$ cat src/rtl/led7219_pkg.sv
// -----------------------------------------------------------------------------
// led7219_pkg
// Shared definitions for the MAX7219-style daisy-chain link: register
// addresses, word width and the digit-row placement function for the frame
// buffer image. Shared by the transmitter and the receiver so both agree on
// the frame buffer layout.
// -----------------------------------------------------------------------------
package led7219_pkg;

  localparam int WORD_W = 16;

  localparam logic [3:0] REG_NOOP      = 4'h0;
  localparam logic [3:0] REG_DIGIT0    = 4'h1;
  localparam logic [3:0] REG_DIGIT1    = 4'h2;
  localparam logic [3:0] REG_DIGIT2    = 4'h3;
  localparam logic [3:0] REG_DIGIT3    = 4'h4;
  localparam logic [3:0] REG_DIGIT4    = 4'h5;
  localparam logic [3:0] REG_DIGIT5    = 4'h6;
  localparam logic [3:0] REG_DIGIT6    = 4'h7;
  localparam logic [3:0] REG_DIGIT7    = 4'h8;
  localparam logic [3:0] REG_DECODE    = 4'h9;
  localparam logic [3:0] REG_INTENSITY = 4'hA;
  localparam logic [3:0] REG_SCAN      = 4'hB;
  localparam logic [3:0] REG_SHUTDOWN  = 4'hC;
  localparam logic [3:0] REG_TEST      = 4'hF;

  // MSB index in the frame buffer of the byte written by digit address
  // 'digit' (1..8) for chain device 'dev' (0 = farthest from the driver).
  // Digit rows are stored highest row first, and within a row device 0 is
  // the most significant byte.
  function automatic int fb_msb(input int num_dev, input int digit, input int dev);
    return 64*num_dev - 1 - (digit - 1)*8*num_dev - dev*8;
  endfunction

endpackage

$ cat src/rtl/led7219_rx_sync.sv
// -----------------------------------------------------------------------------
// led7219_rx_sync
// Multi-bit synchronizer with edge detection. Every bit goes through the same
// number of stages, so bits sampled together on the pins stay aligned at the
// output. Each bit has its own reset value so the chain and the edge history
// can start at the line's idle level.
//
// Ports:
//   clk      system clock
//   rst      asynchronous active-high reset
//   i_async  asynchronous inputs
//   o_sync   synchronized inputs (last stage)
//   o_rise   o_sync went 0->1 relative to the previous sample
//   o_fall   o_sync went 1->0 relative to the previous sample
// -----------------------------------------------------------------------------
module led7219_rx_sync #(
  parameter int              WIDTH   = 1,
  parameter int              STAGES  = 2,
  parameter logic [WIDTH-1:0] RST_VAL = '0
) (
  input  logic             clk,
  input  logic             rst,
  input  logic [WIDTH-1:0] i_async,
  output logic [WIDTH-1:0] o_sync,
  output logic [WIDTH-1:0] o_rise,
  output logic [WIDTH-1:0] o_fall
);

  logic [WIDTH-1:0] r_stage [STAGES];
  logic [WIDTH-1:0] r_prev;

  always_ff @(posedge clk or posedge rst) begin
    if (rst) begin
      for (int s = 0; s < STAGES; s++) r_stage[s] <= RST_VAL;
      r_prev <= RST_VAL;
    end else begin
      r_stage[0] <= i_async;
      for (int s = 1; s < STAGES; s++) r_stage[s] <= r_stage[s-1];
      r_prev <= r_stage[STAGES-1];
    end
  end

  assign o_sync = r_stage[STAGES-1];
  assign o_rise = o_sync & ~r_prev;
  assign o_fall = ~o_sync & r_prev;

endmodule

$ cat src/rtl/led7219_rx.sv
// -----------------------------------------------------------------------------
// led7219_rx
// Receiver/decoder for a NUM_DEV-long MAX7219-style chain. The DIN/CLK/LOAD
// wires are oversampled on clk; a frame of NUM_DEV 16-bit words is shifted in
// MSB first on sclk rising edges while cs is low, and applied on the cs rising
// edge to a per-device register image.
//
// Ports:
//   clk, rst       system clock, asynchronous active-high reset
//   din, sclk, cs  serial link (cs = LOAD, active low)
//   fb             digit-row image, 64*NUM_DEV bits (transmitter data layout)
//   intensity      4 bits per device, device k at [4k+3:4k]
//   scan_limit     3 bits per device
//   decode_mode    8 bits per device
//   shutdown_n     1 bit per device
//   test           1 bit per device
//   frame_valid    one-cycle pulse: frame applied (registers updated same cycle)
//   frame_err      one-cycle pulse: frame had the wrong bit count, rejected
//
// Handshake: there is no back-pressure. A frame is bounded by a cs falling
// edge (arms the receiver) and a cs rising edge (commits or rejects). Only an
// armed receiver commits; cs rising while unarmed is silently ignored.
// -----------------------------------------------------------------------------
module led7219_rx
  import led7219_pkg::*;
#(
  parameter int NUM_DEV     = 4,
  parameter int SYNC_STAGES = 2
) (
  input  logic                  clk,
  input  logic                  rst,
  input  logic                  din,
  input  logic                  sclk,
  input  logic                  cs,
  output logic [64*NUM_DEV-1:0] fb,
  output logic [4*NUM_DEV-1:0]  intensity,
  output logic [3*NUM_DEV-1:0]  scan_limit,
  output logic [8*NUM_DEV-1:0]  decode_mode,
  output logic [NUM_DEV-1:0]    shutdown_n,
  output logic [NUM_DEV-1:0]    test,
  output logic                  frame_valid,
  output logic                  frame_err
);

  localparam int         FRAME_W   = NUM_DEV * WORD_W;
  localparam logic [6:0] CNT_FULL  = 7'(FRAME_W);
  localparam logic [6:0] CNT_MAX   = 7'd127;
  localparam logic [7:0] WARM_LAST = 8'(SYNC_STAGES + 1);

  // ---------------------------------------------------------------------------
  // Synchronizers. din travels with sclk through identical stages so the data
  // bit seen on an sclk_s rising edge is the one present at the pin edge.
  // ---------------------------------------------------------------------------
  logic [1:0] w_ds_sync, w_ds_rise, w_ds_fall;
  logic       w_cs_s, w_cs_rise, w_cs_fall;
  logic       w_din_s, w_sclk_rise;

  led7219_rx_sync #(
    .WIDTH   (2),
    .STAGES  (SYNC_STAGES),
    .RST_VAL (2'b00)
  ) u_sync_sclk (
    .clk     (clk),
    .rst     (rst),
    .i_async ({din, sclk}),
    .o_sync  (w_ds_sync),
    .o_rise  (w_ds_rise),
    .o_fall  (w_ds_fall)
  );

  led7219_rx_sync #(
    .WIDTH   (1),
    .STAGES  (SYNC_STAGES),
    .RST_VAL (1'b1)
  ) u_sync_cs (
    .clk     (clk),
    .rst     (rst),
    .i_async (cs),
    .o_sync  (w_cs_s),
    .o_rise  (w_cs_rise),
    .o_fall  (w_cs_fall)
  );

  assign w_din_s     = w_ds_sync[1];
  assign w_sclk_rise = w_ds_rise[0];

  logic w_unused;
  assign w_unused = ^{w_ds_sync[0], w_ds_rise[1], w_ds_fall};

  // ---------------------------------------------------------------------------
  // Receive state
  // ---------------------------------------------------------------------------
  logic [FRAME_W-1:0]     r_shift;
  logic [6:0]             r_cnt;
  logic                   r_armed;
  logic [7:0]             r_warm;

  logic [64*NUM_DEV-1:0]  r_fb;
  logic [4*NUM_DEV-1:0]   r_int;
  logic [3*NUM_DEV-1:0]   r_scan;
  logic [8*NUM_DEV-1:0]   r_dec;
  logic [NUM_DEV-1:0]     r_shdn;
  logic [NUM_DEV-1:0]     r_test;
  logic                   r_fv;
  logic                   r_fe;

  // The synchronizer reset level (cs high) is not a real observation of the
  // line. If cs is actually low when reset is released, the chain drains to
  // 0 and would look like a falling edge, arming on a partial frame. Edges
  // are therefore ignored until the chain and edge history hold real samples.
  logic w_warm_done;
  assign w_warm_done = (r_warm == WARM_LAST);

  // ---------------------------------------------------------------------------
  // Frame decode: next register image if the shift register were applied now.
  // ---------------------------------------------------------------------------
  logic [64*NUM_DEV-1:0]  w_fb_n;
  logic [4*NUM_DEV-1:0]   w_int_n;
  logic [3*NUM_DEV-1:0]   w_scan_n;
  logic [8*NUM_DEV-1:0]   w_dec_n;
  logic [NUM_DEV-1:0]     w_shdn_n;
  logic [NUM_DEV-1:0]     w_test_n;
  logic [WORD_W-1:0]      w_word;

  always_comb begin
    w_fb_n   = r_fb;
    w_int_n  = r_int;
    w_scan_n = r_scan;
    w_dec_n  = r_dec;
    w_shdn_n = r_shdn;
    w_test_n = r_test;
    w_word   = '0;
    // Word 0 was shifted first, so it sits at the top of the shift register
    // and belongs to device 0 (the far end of the chain).
    for (int w = 0; w < NUM_DEV; w++) begin
      w_word = r_shift[WORD_W*(NUM_DEV-w)-1 -: WORD_W];
      case (w_word[11:8])
        REG_DECODE:    w_dec_n[8*w +: 8]  = w_word[7:0];
        REG_INTENSITY: w_int_n[4*w +: 4]  = w_word[3:0];
        REG_SCAN:      w_scan_n[3*w +: 3] = w_word[2:0];
        REG_SHUTDOWN:  w_shdn_n[w]        = w_word[0];
        REG_TEST:      w_test_n[w]        = w_word[0];
        REG_NOOP, 4'hD, 4'hE: ;
        default: begin
          // Remaining addresses are the eight digit rows.
          for (int d = 1; d <= 8; d++) begin
            if (w_word[11:8] == REG_DIGIT0 + 4'(d - 1))
              w_fb_n[fb_msb(NUM_DEV, d, w) -: 8] = w_word[7:0];
          end
        end
      endcase
    end
  end

  // ---------------------------------------------------------------------------
  // Sequential receive / commit
  // ---------------------------------------------------------------------------
  always_ff @(posedge clk or posedge rst) begin
    if (rst) begin
      r_shift <= '0;
      r_cnt   <= '0;
      r_armed <= 1'b0;
      r_warm  <= '0;
      r_fb    <= '0;
      r_int   <= '0;
      r_scan  <= '0;
      r_dec   <= '0;
      r_shdn  <= '0;
      r_test  <= '0;
      r_fv    <= 1'b0;
      r_fe    <= 1'b0;
    end else begin
      r_fv <= 1'b0;
      r_fe <= 1'b0;
      if (!w_warm_done) r_warm <= r_warm + 8'd1;

      if (w_warm_done && w_cs_fall) begin
        r_cnt   <= '0;
        r_armed <= 1'b1;
      end else if (w_cs_rise) begin
        // A coincident sclk edge is deliberately dropped here.
        if (r_armed) begin
          r_armed <= 1'b0;
          if (r_cnt == CNT_FULL) begin
            r_fb   <= w_fb_n;
            r_int  <= w_int_n;
            r_scan <= w_scan_n;
            r_dec  <= w_dec_n;
            r_shdn <= w_shdn_n;
            r_test <= w_test_n;
            r_fv   <= 1'b1;
          end else begin
            r_fe <= 1'b1;
          end
        end
      end else if (w_sclk_rise && !w_cs_s && r_armed) begin
        r_shift <= {r_shift[FRAME_W-2:0], w_din_s};
        if (r_cnt != CNT_MAX) r_cnt <= r_cnt + 7'd1;
      end
    end
  end

  assign fb          = r_fb;
  assign intensity   = r_int;
  assign scan_limit  = r_scan;
  assign decode_mode = r_dec;
  assign shutdown_n  = r_shdn;
  assign test        = r_test;
  assign frame_valid = r_fv;
  assign frame_err   = r_fe;

endmodule
$ cat config.mk
export PLATFORM = sky130hd
export DESIGN_NAME = led7219_rx
export DESIGN_NICKNAME = d
export VERILOG_FILES = /design/src/rtl/led7219_pkg.sv /design/src/rtl/led7219_rx_sync.sv /design/src/rtl/led7219_rx.sv
export SDC_FILE = /design/constraint.sdc
export NUM_CORES = 1
export LEC_CHECK = 0
export ABC_AREA = 1
export BUFFER_PORTS_ARGS = -buffer_cell sky130_fd_sc_hd__buf_2
export CAP_MARGIN = 25
export CORE_MARGIN = 8
export CORE_UTILIZATION = 29
export DETAILED_ROUTE_END_ITERATION = 8
export SETUP_SLACK_MARGIN = 0.15
export SYNTH_ARGS = -nofsm -noshare
export SYNTH_HDL_FRONTEND = slang
export SYNTH_SLANG_ARGS = --single-unit
$ cat constraint.sdc
create_clock -name clk -period 19.03 [get_ports clk]
set_input_delay 3.806 -clock clk [delete_from_list [all_inputs] [get_ports clk]]
set_output_delay 3.806 -clock clk [all_outputs]
set_load 0.005 [all_outputs]
==> results of run 1 <==
## metrics by stage
stage | util, % | instance area, um^2
2_1_floorplan | - | 18400
3_3_place_gp | 33.0 | 20700
3_5_place_dp | 33.0 | 20700
4_1_cts | 35.5 | 22300
5_1_grt | 35.6 | 22400
6_report | 35.6 | 22400
## final cells by class
class / instances / share of cell area (%)
clock buffers: 65 / 5.97
clock inverters: 19 / 1.10
inverters: 672 / 11.3
multi-input cells: 1142 / 23.1
flip-flops and latches: 410 / 45.9
well taps: 846 / 4.74
repair buffers: 343 / 7.91
## how the worst min path moves through the flow
stage | slack (ns) | cells past startpoint | end | startpoint
floorplan | 0.33 | 0 | u_sync_sclk.o_sync[0] | u_sync_sclk.r_stage[2]
global placement | 0.34 | 0 | u_sync_sclk.o_sync[1] | u_sync_sclk.r_stage[3]
detailed placement | 0.33 | 0 | u_sync_sclk.o_sync[1] | u_sync_sclk.r_stage[3]
CTS | 0.35 | 0 | u_sync_sclk.o_sync[1] | u_sync_sclk.r_stage[3]
global route | 0.36 | 0 | u_sync_cs.o_sync | u_sync_cs.r_stage[1]
finish | 0.35 | 0 | u_sync_sclk.o_sync[1] | u_sync_sclk.r_stage[3]
## Yosys cell counts
library cell | number | share of area, %
buf_4 | 13 | 0.53
xnor2_1 | 1 | 0.048
ha_1 | 3 | 0.20
xor2_1 | 4 | 0.19
or2_1 | 1 | 0.034
nor3_1 | 2 | 0.054
or2_2 | 2 | 0.068
o21ai_0 | 203 | 5.5
nand4_1 | 105 | 3.6
nor2_4 | 4 | 0.25
a21oi_1 | 1 | 0.027
nand2_1 | 633 | 13
clkinv_1 | 8 | 0.16
dfstp_2 | 3 | 0.43
nor2_2 | 4 | 0.14
nand3_1 | 86 | 2.3
nand3_2 | 8 | 0.44
buf_1 | 1 | 0.020
nor3b_1 | 1 | 0.041
inv_1 | 660 | 13
buf_6 | 7 | 0.43
nor3_2 | 3 | 0.16
a22oi_1 | 1 | 0.041
nor2_1 | 57 | 1.2
dfrtp_1 | 407 | 55
nand2_2 | 3 | 0.10
nand2_4 | 1 | 0.061
clkbuf_1 | 39 | 0.80
buf_2 | 26 | 0.71
o21ai_1 | 19 | 0.52
inv_2 | 4 | 0.082
## critical path, stage by stage
cell and delay, ns:
buf_2 0.13, inv_8 0.49, buf_4 0.75, buf_4 0.74
## power by group
part / internal, mW / switching (mW)
combinational: 0.00525 / 0.0383
clock: 0.558 / 0.372
sequential: 0.876 / 0.0109
## kinds of logic (layout without fill, tap and decap cells)
| logic type | Yosys count | in the layout | share of synthesized area (%) |
|---|---|---|---|
| buf+inv | 758 | 1099 | 16.2 |
| flops | 410 | 410 | 55.9 |
| compound gates | 224 | 224 | 6.12 |
| simple gates | 910 | 910 | 21.4 |
| fa+ha+maj | 3 | 3 | 0.204 |
| xor+xnor | 5 | 5 | 0.238 |
## flip-flops by register name, indices dropped and copies added (netlist names)
register / flops
fb: 256
u_sync_sclk.r_stage: 2
r_warm: 8
decode_mode: 32
frame_err: 1
frame_valid: 1
u_sync_sclk.r_prev: 1
shutdown_n: 4
u_sync_cs.r_stage: 1
r_cnt: 7
scan_limit: 12
test: 4
u_sync_sclk.o_sync: 2
u_sync_cs.r_prev: 1
u_sync_cs.o_sync: 1
r_shift: 60
r_armed: 1
intensity: 16
## routing by layer
layer	track usage, %	vias to the layer above	routed length (um)
met3	2.42	83	2550
met1	19.0	6640	23600
met5	0	-	0
met2	23.4	307	24600
li1	-	7432	-
met4	4.30	0	1230
==> flow_summary.yaml, run 1 <==
run_status:
  run_status: "complete, no violations"
clock_tree:
  cts_buffers: 47
  cts_buffer_depth: 3
  clkLatencyLatePin_ns: 0.57
  clock-sinks: 410
  path_clk_slew_ns: 0.06
  root_buffer: "clkbuf_16"
  cts.repair.resized: 0
  htree_levels: 2
  hold_buffers: 0
  postCtsSetupBuffers: 0
  tritoncts: "yes"
synth:
  synth-seq-cells: 410
  seq_area_frac_synth_pct: 55.9
  netlist_area_um2: 18400
  synth_nets: 2318
  syn_avg_cell_area_um2: 7.95
  ys_warn_count: 0
  ys_types: 31
  syn_inst: 2310
worst_setup_path:
  crit_fanout: 104
  critPathLaunchType: "input port"
  r2r-end: "fb[103]"
  cp-endpoint: "fb[122]"
  r2r-start: "r_cnt[0]"
  reg2reg_setup_slack_ns: 15.45
  critPathRequiredTime_ns: 19.62
  cp.arrival_ns: 5.99
  worst_r2r_path_depth: 12
  end_kind: "async pin"
  crit_type: "in -> async"
  critPathLaunch: "rst"
placed_design:
  dpl.hpwl_mm: 35.0
  gp_congestion: 0.762
  dpl.cell_count: 3412
  io_buffers: 330
  post-place-ws_ns: 12.87
timing:
  finalHoldViolCount: 0
  rsz0062_at_grt: "no"
  slew_viol_final: 0
  fin_setup_tns_ns: 0
  relSlewSlack_pct: 34.7
  skew_ns: 0.0241
  finalCritPeriodShare_pct: 28.4
  setup_ws_ns: 13.63
  hold_ws_ns: 0.348
  setup_viol: 0
  worst_slew_pin_slew_ns: 0.979
  clock.fmax_mhz: 185
  period_minus_slack_ns: 5.40
worst_hold_path:
  worst_hold_path_type: "reg -> reg"
global_routing:
  overflow: 0
  grt.total_usage_pct: 14.2
  grt_pass1_vias: 14000
  antenna_found_initial: 0
  grt_first_pass_wirelength_mm: 81.6
  grt_max_degree: 105
drt:
  ant_nets: 0
  via_count: 14500
  via_per_inst: 4.14
  wl_mm: 51.9
  drt_iter0_markers: 1033
  first_pass_iters: 6
  drc: 0
  wl_per_cell_um: 14.9
power_and_ir_drop:
  power.density_nw_per_um2: 83.3
  p_leak_nw: 15.0
  p_total_mw: 1.86
  ir_drop_uv: 47.4
finish:
  layout-drive-gt1-share_pct: 17.2
  final_common_cell: "inv_1"
  fillCellCount: 6610
  multiInputGateArea_um2: 5150
  finalNonFillerCells: 3497
  antenna_cells: 0
  final_cell_mix: "inv_1 (659), nand2_1 (632), dfrtp_1 (407), buf_2 (330), o21ai_0 (203)"
  area_growth_pct: 21.7
  regArea_um2: 10300
  nNetsFinal: 2624
floorplanning:
  num_rows: 92
  die_x_um: 268
  pin_count: 331
  dieArea_um2: 71700
  die_h_um: 268
  initial_core_util_pct: 29.2
  coreArea_um2: 62900
run:
  maxCapViolCount: 0
No activity file was read; power rests on OpenSTA's default activity.
==> run 2: changes to the inputs <==
--- a/config.mk
+++ b/config.mk
@@ -5,7 +5,7 @@
 export SDC_FILE = /design/constraint.sdc
 export NUM_CORES = 1
 export LEC_CHECK = 0
-export ABC_AREA = 1
+export ABC_AREA = 0
 export BUFFER_PORTS_ARGS = -buffer_cell sky130_fd_sc_hd__buf_2
 export CAP_MARGIN = 25
 export CORE_MARGIN = 8
==> constraint.sdc (replaced) <==
create_clock -name clk -period 4.5 [get_ports clk]
set_input_delay 0.9 -clock clk [delete_from_list [all_inputs] [get_ports clk]]
set_output_delay 0.9 -clock clk [all_outputs]
set_load 0.005 [all_outputs]
==> flow_summary.yaml, run 2 <==
floorplanning:
  num_rows: 86
  die_x_um: 252
  die_h_um: 252
  dieArea_um2: 63500
  pin_count: 331
  coreArea_um2: 55100
  initial_core_util_pct: 29.3
drt:
  wl_mm: 42.3
  wl_per_cell_um: 20.0
  via_per_inst: 4.49
  drc: 0
  first_pass_iters: 4
  ant_nets: 0
  drt_iter0_markers: 364
  via_count: 9506
clock_tree:
  root_buffer: "clkbuf_16"
  clock-sinks: 410
  clkLatencyLatePin_ns: 0.57
  hold_buffers: 0
  htree_levels: 2
  postCtsSetupBuffers: 0
  tritoncts: "yes"
  cts_buffers: 47
  cts_buffer_depth: 3
  cts.repair.resized: 0
  path_clk_slew_ns: 0.06
worst_setup_path:
  r2r-end: "fb[214]"
  critPathRequiredTime_ns: 4.95
  reg2reg_setup_slack_ns: 1.53
  worst_r2r_path_depth: 5
  r2r-start: "r_cnt[3]"
  critPathTopFamily: "simple AND/OR/NAND/NOR gates"
  worstPathCellList: "nor4_2 > nand4_4 > buf_4 > nor4_4 > mux2_2"
  crit_type: "reg -> reg"
  crit_slowest_cell: "nor4_4"
  cp_num_cells: 5
  cp.arrival_ns: 3.42
  end_kind: "register"
  critPathLaunch: "r_cnt[3]"
  cp-endpoint: "fb[214]"
  path_buf_inv: 1
  critPathLaunchType: "register"
  crit_fanout: 26
  cpPeakStageDelay_ns: 0.71
timing:
  rsz0062_at_grt: "no"
  worst_slew_pin_slew_ns: 0.944
  clock.fmax_mhz: 336
  finalHoldViolCount: 0
  slew_viol_final: 0
  skew_ns: 0.0147
  finalCritPeriodShare_pct: 66.0
  relSlewSlack_pct: 36.9
  hold_ws_ns: 0.346
  fin_setup_tns_ns: 0
  setup_ws_ns: 1.53
  period_minus_slack_ns: 2.97
  setup_viol: 0
placed_design:
  gp_congestion: 0.743
  dpl.hpwl_mm: 30.0
  dpl.cell_count: 2028
  io_buffers: 330
  post-place-ws_ns: 1.48
finish:
  layout-drive-gt1-share_pct: 61.7
  final_cell_mix: "dfrtp_1 (407), mux2_2 (376), buf_2 (330), clkbuf_16 (48)"
  antenna_cells: 0
  nNetsFinal: 1337
  largest_reg_flops: 256
  area_growth_pct: 25.4
  final_common_cell: "dfrtp_1"
  fillCellCount: 5355
  finalNonFillerCells: 2115
synth:
  async_flop_share_pct: 100
  ys_warn_count: 0
  synth_nets: 1007
  seq_area_frac_synth_pct: 63.5
  netlist_area_um2: 16200
  yosysMostFrequentCell: "dfrtp_1"
  synth_common_cells: "dfrtp_1 (407), mux2_2 (376), clkbuf_1 (43)"
  syn_avg_cell_area_um2: 16.2
  netlist.area_leader.share_pct: 63.1
  synthFlopType: "dfrtp_1"
  synth_edf_count: 0
  syn_inst: 999
  synth_top_cells_by_area: "dfrtp_1 (63%), mux2_2 (26%), nor4_4 (2.2%), nor3_4 (1.6%), clkbuf_1 (1.0%)"
  synth_area_leader_cell: "dfrtp_1"
  synth-seq-cells: 410
  ys_types: 41
global_routing:
  grt.total_usage_pct: 13.2
  grt_max_degree: 110
  grt_pass1_vias: 10600
  overflow: 0
  grt_first_pass_wirelength_mm: 66.4
  antenna_found_initial: 0
power_and_ir_drop:
  p_total_mw: 7.64
  p_leak_nw: 10.9
  ir_drop_uv: 240
  power.density_nw_per_um2: 377
run_status:
  run_status: "complete, no violations"
worst_hold_path:
  worst_hold_path_type: "reg -> reg"
run:
  maxCapViolCount: 0
run 2: cell type report:
| type | count | area, um^2 | share of cell area (%) |
|---|---|---|---|
| clock inverter | 24 | 213 | 1.05 |
| multi-input combinational | 521 | 5650 | 27.9 |
| timing repair buffer | 344 | 1830 | 9.02 |
| clock buffer | 63 | 1340 | 6.61 |
| tap | 748 | 936 | 4.62 |
| inverter | 5 | 22.5 | 0.111 |
| sequential | 410 | 10300 | 50.7 |
run 2: cells by family (layout without fill, tap and decap cells):
logic type | after synthesis | in the layout | synth area share, %
AOI/OAI and AO/OA | 9 | 9 | 0.341
adders and majority gates | 3 | 3 | 0.232
DFF | 410 | 410 | 63.5
muxes | 387 | 387 | 27.0
buffers and inverters | 68 | 436 | 1.63
and+or+nand+nor | 112 | 112 | 6.75
xor gates and xnor gates | 10 | 10 | 0.542
run 2: worst reg2reg max path: cells and delay by family, from the launching register on:
family                 cells  cell delay [ns]
and+or+nand+nor            3             1.57
DFF                        1             0.43
buffers and inverters      1             0.45
muxes                      1             0.42
run 2: stage by stage:
| step | utilization [%] | area, um^2 |
|---|---|---|
| final | 36.8 | 20200 |
| after global routing | 36.8 | 20200 |
| after CTS | 36.8 | 20200 |
| after detailed placement | 33.9 | 18700 |
| after global placement | 33.9 | 18700 |
| after floorplan | - | 16200 |
run 2: worst min path at each step:
stage | startpoint | to | slack, ns | cells past startpoint
final | u_sync_sclk.r_stage[3] | u_sync_sclk.o_sync[1] | 0.35 | 0
after global routing | u_sync_sclk.r_stage[3] | u_sync_sclk.o_sync[1] | 0.35 | 0
after CTS | u_sync_sclk.r_stage[3] | u_sync_sclk.o_sync[1] | 0.35 | 0
after detailed placement | u_sync_sclk.r_stage[3] | u_sync_sclk.o_sync[1] | 0.34 | 0
after global placement | u_sync_sclk.r_stage[3] | u_sync_sclk.o_sync[1] | 0.34 | 0
after floorplan | u_sync_sclk.r_stage[2] | u_sync_sclk.o_sync[0] | 0.33 | 0
run 2: per-layer routing:
metal,GRT usage [%],vias to the layer above,part of all wire (%)
li1,-,4236,-
met1,16.5,4960,42
met2,22.0,247,49
met3,4.03,63,6.8
met4,3.52,0,2.1
met5,0,-,0
run 2: power by group:
part / switching, mW / internal (mW)
logic: 0.0906 / 0.0309
registers: 0.0456 / 3.70
clock network: 1.55 / 2.22
==> run 3: changes to the inputs <==
==> constraint.sdc (replaced) <==
create_clock -name clk -period 3 [get_ports clk]
set_input_delay 0.6 -clock clk [delete_from_list [all_inputs] [get_ports clk]]
set_output_delay 0.6 -clock clk [all_outputs]
set_load 0.005 [all_outputs]
==> flow_summary.yaml, run 3 (same netlist as run 2, synthesis figures left out) <==
floorplanning:
  initial_core_util_pct: 29.3
  die_h_um: 252
  pin_count: 331
  coreArea_um2: 55100
  die_x_um: 252
  num_rows: 86
  dieArea_um2: 63500
placed_design:
  io_buffers: 330
  gp_congestion: 0.739
  dpl.hpwl_mm: 30.4
  dpl_cell_area_um2: 18900
power_and_ir_drop:
  power.density_nw_per_um2: 569
  p_int_mw: 9.11
  seqPwrFrac_pct: 48.3
  p_sw_mw: 2.54
  p_leak_nw: 11.0
  switching_share_pct: 21.8
  p_clk_share_pct: 50.0
  ir_drop_uv: 393
  power_frac_comb_pct: 1.6
timing:
  slew_viol_final: 0
  clock.fmax_mhz: 375
  worst_slew_pin_slew_ns: 0.797
  finalCritPeriodShare_pct: 88.8
  period_minus_slack_ns: 2.66
  finalHoldViolCount: 0
  setup_viol: 0
  skew_ns: 0.0110
  hold_ws_ns: 0.0516
  rsz0062_at_grt: "no"
  relSlewSlack_pct: 46.8
global_routing:
  grtUsageMet1_pct: 16.5
  use_met2_pct: 22.2
  grt.total_usage_pct: 13.2
  grt-busiest-layer: "met2"
  grt_pass1_vias: 10600
  use_met3_pct: 4.18
  grt_max_degree: 96
  grt_first_pass_wirelength_mm: 66.8
  overflow: 0
  antenna_found_initial: 0
drt:
  first_pass_iters: 4
  via_count: 9561
  drt_iter0_markers: 344
  wl_mm: 42.5
  drc: 0
  via_per_inst: 4.47
  wl_per_cell_um: 19.9
  ant_nets: 0
clock_tree:
  tritoncts: "yes"
  postCtsSetupBuffers: 0
  cts_buffers: 47
  clkLatencyLatePin_ns: 0.56
  cts.repair.resized: 0
  root_buffer: "clkbuf_16"
  path_clk_slew_ns: 0.06
  cts_buffer_depth: 3
  htree_levels: 2
  clock-sinks: 410
  hold_buffers: 0
finish:
  final_cell_mix: "dfrtp_1 (407), mux2_2 (376), buf_2 (330), clkbuf_16 (49), buf_4 (30)"
  layout-drive-gt1-share_pct: 62.2
  largest_reg_flops: 256
  final_common_cell: "dfrtp_1"
  area_growth_pct: 26.8
  nNetsFinal: 1360
  final_cell_area_um2: 20500
  antenna_cells: 0
worst_setup_path:
  crit_fanout: 21
  critPathLaunchType: "register"
  cp.arrival_ns: 3.10
  critPathRequiredTime_ns: 3.44
  crit_type: "reg -> reg"
  end_kind: "register"
run:
  maxCapViolCount: 0
worst_hold_path:
  worst_hold_path_type: "in -> async"
run_status:
  run_status: "complete, no violations"
## run 3: cell types whose count changed in the layout (fill, tap and decap cells not counted), sizes merged
cell / change
clkbuf: +1
bufinv: +2
inv: +1
clkinv: -6
buf: +23
clkinvlp: +1
## run 3: area by class of cell
class	instances	area, um^2
Multi-Input combinational cell	521	5650
Tap cell	748	936
Timing Repair Buffer	367	2020
Sequential cell	410	10300
Inverter	5	22.5
Fill cell	5295	34600
Clock inverter	22	246
Clock buffer	64	1340
## run 3: stage by stage
step,power [mW],util [%],TNS [ns],worst slack (ns),cells
6_report,11.6,37.2,0,0.337,2137
5_1_grt,12.1,37.2,0,0.178,2137
4_1_cts,11.9,37.2,0,0.295,2137
3_5_place_dp,5.93,34.3,0,0.287,2051
3_3_place_gp,5.92,34.3,0,0.412,2051
2_1_floorplan,5.82,-,-1275.94,-3.12,999
## run 3: worst paths after layout
check                                            start                    end  slack, ns  cells after the start
max in group asynchronous                          rst                fb[110]       2.02                      4
worst min register to register  u_sync_sclk.r_stage[3]  u_sync_sclk.o_sync[1]       0.35                      0
worst max-delay path                          r_cnt[3]                 fb[16]       0.34                      5
min in group clk                                    cs   u_sync_cs.r_stage[1]       0.15                      1
worst min-delay path                               rst                 fb[64]       0.05                      2
worst max register to register                r_cnt[3]                 fb[16]       0.34                      5
## run 3: per-layer routing
layer	up-vias	part of all wire (%)
met3	58	6.9
met5	-	0
met1	4977	43
met4	0	1.8
li1	4281	-
met2	245	49
## run 3: power by group through the flow
stage / Sequential, mW / Clock (mW) / Combinational [mW]
global route: 5.63 / 6.25 / 0.221
CTS: 5.63 / 6.04 / 0.203
detailed placement: 5.73 / 0 / 0.202
global placement: 5.73 / 0 / 0.196
finish: 5.63 / 5.83 / 0.190
floorplan: 5.67 / 0 / 0.144
## run 3: critical path, stage by stage, from the launching register on
cell	delay, ns
dfrtp_1	0.43
nor4_2	0.46
nand4_4	0.29
buf_4	0.37
nor4_4	0.58
mux2_2	0.40
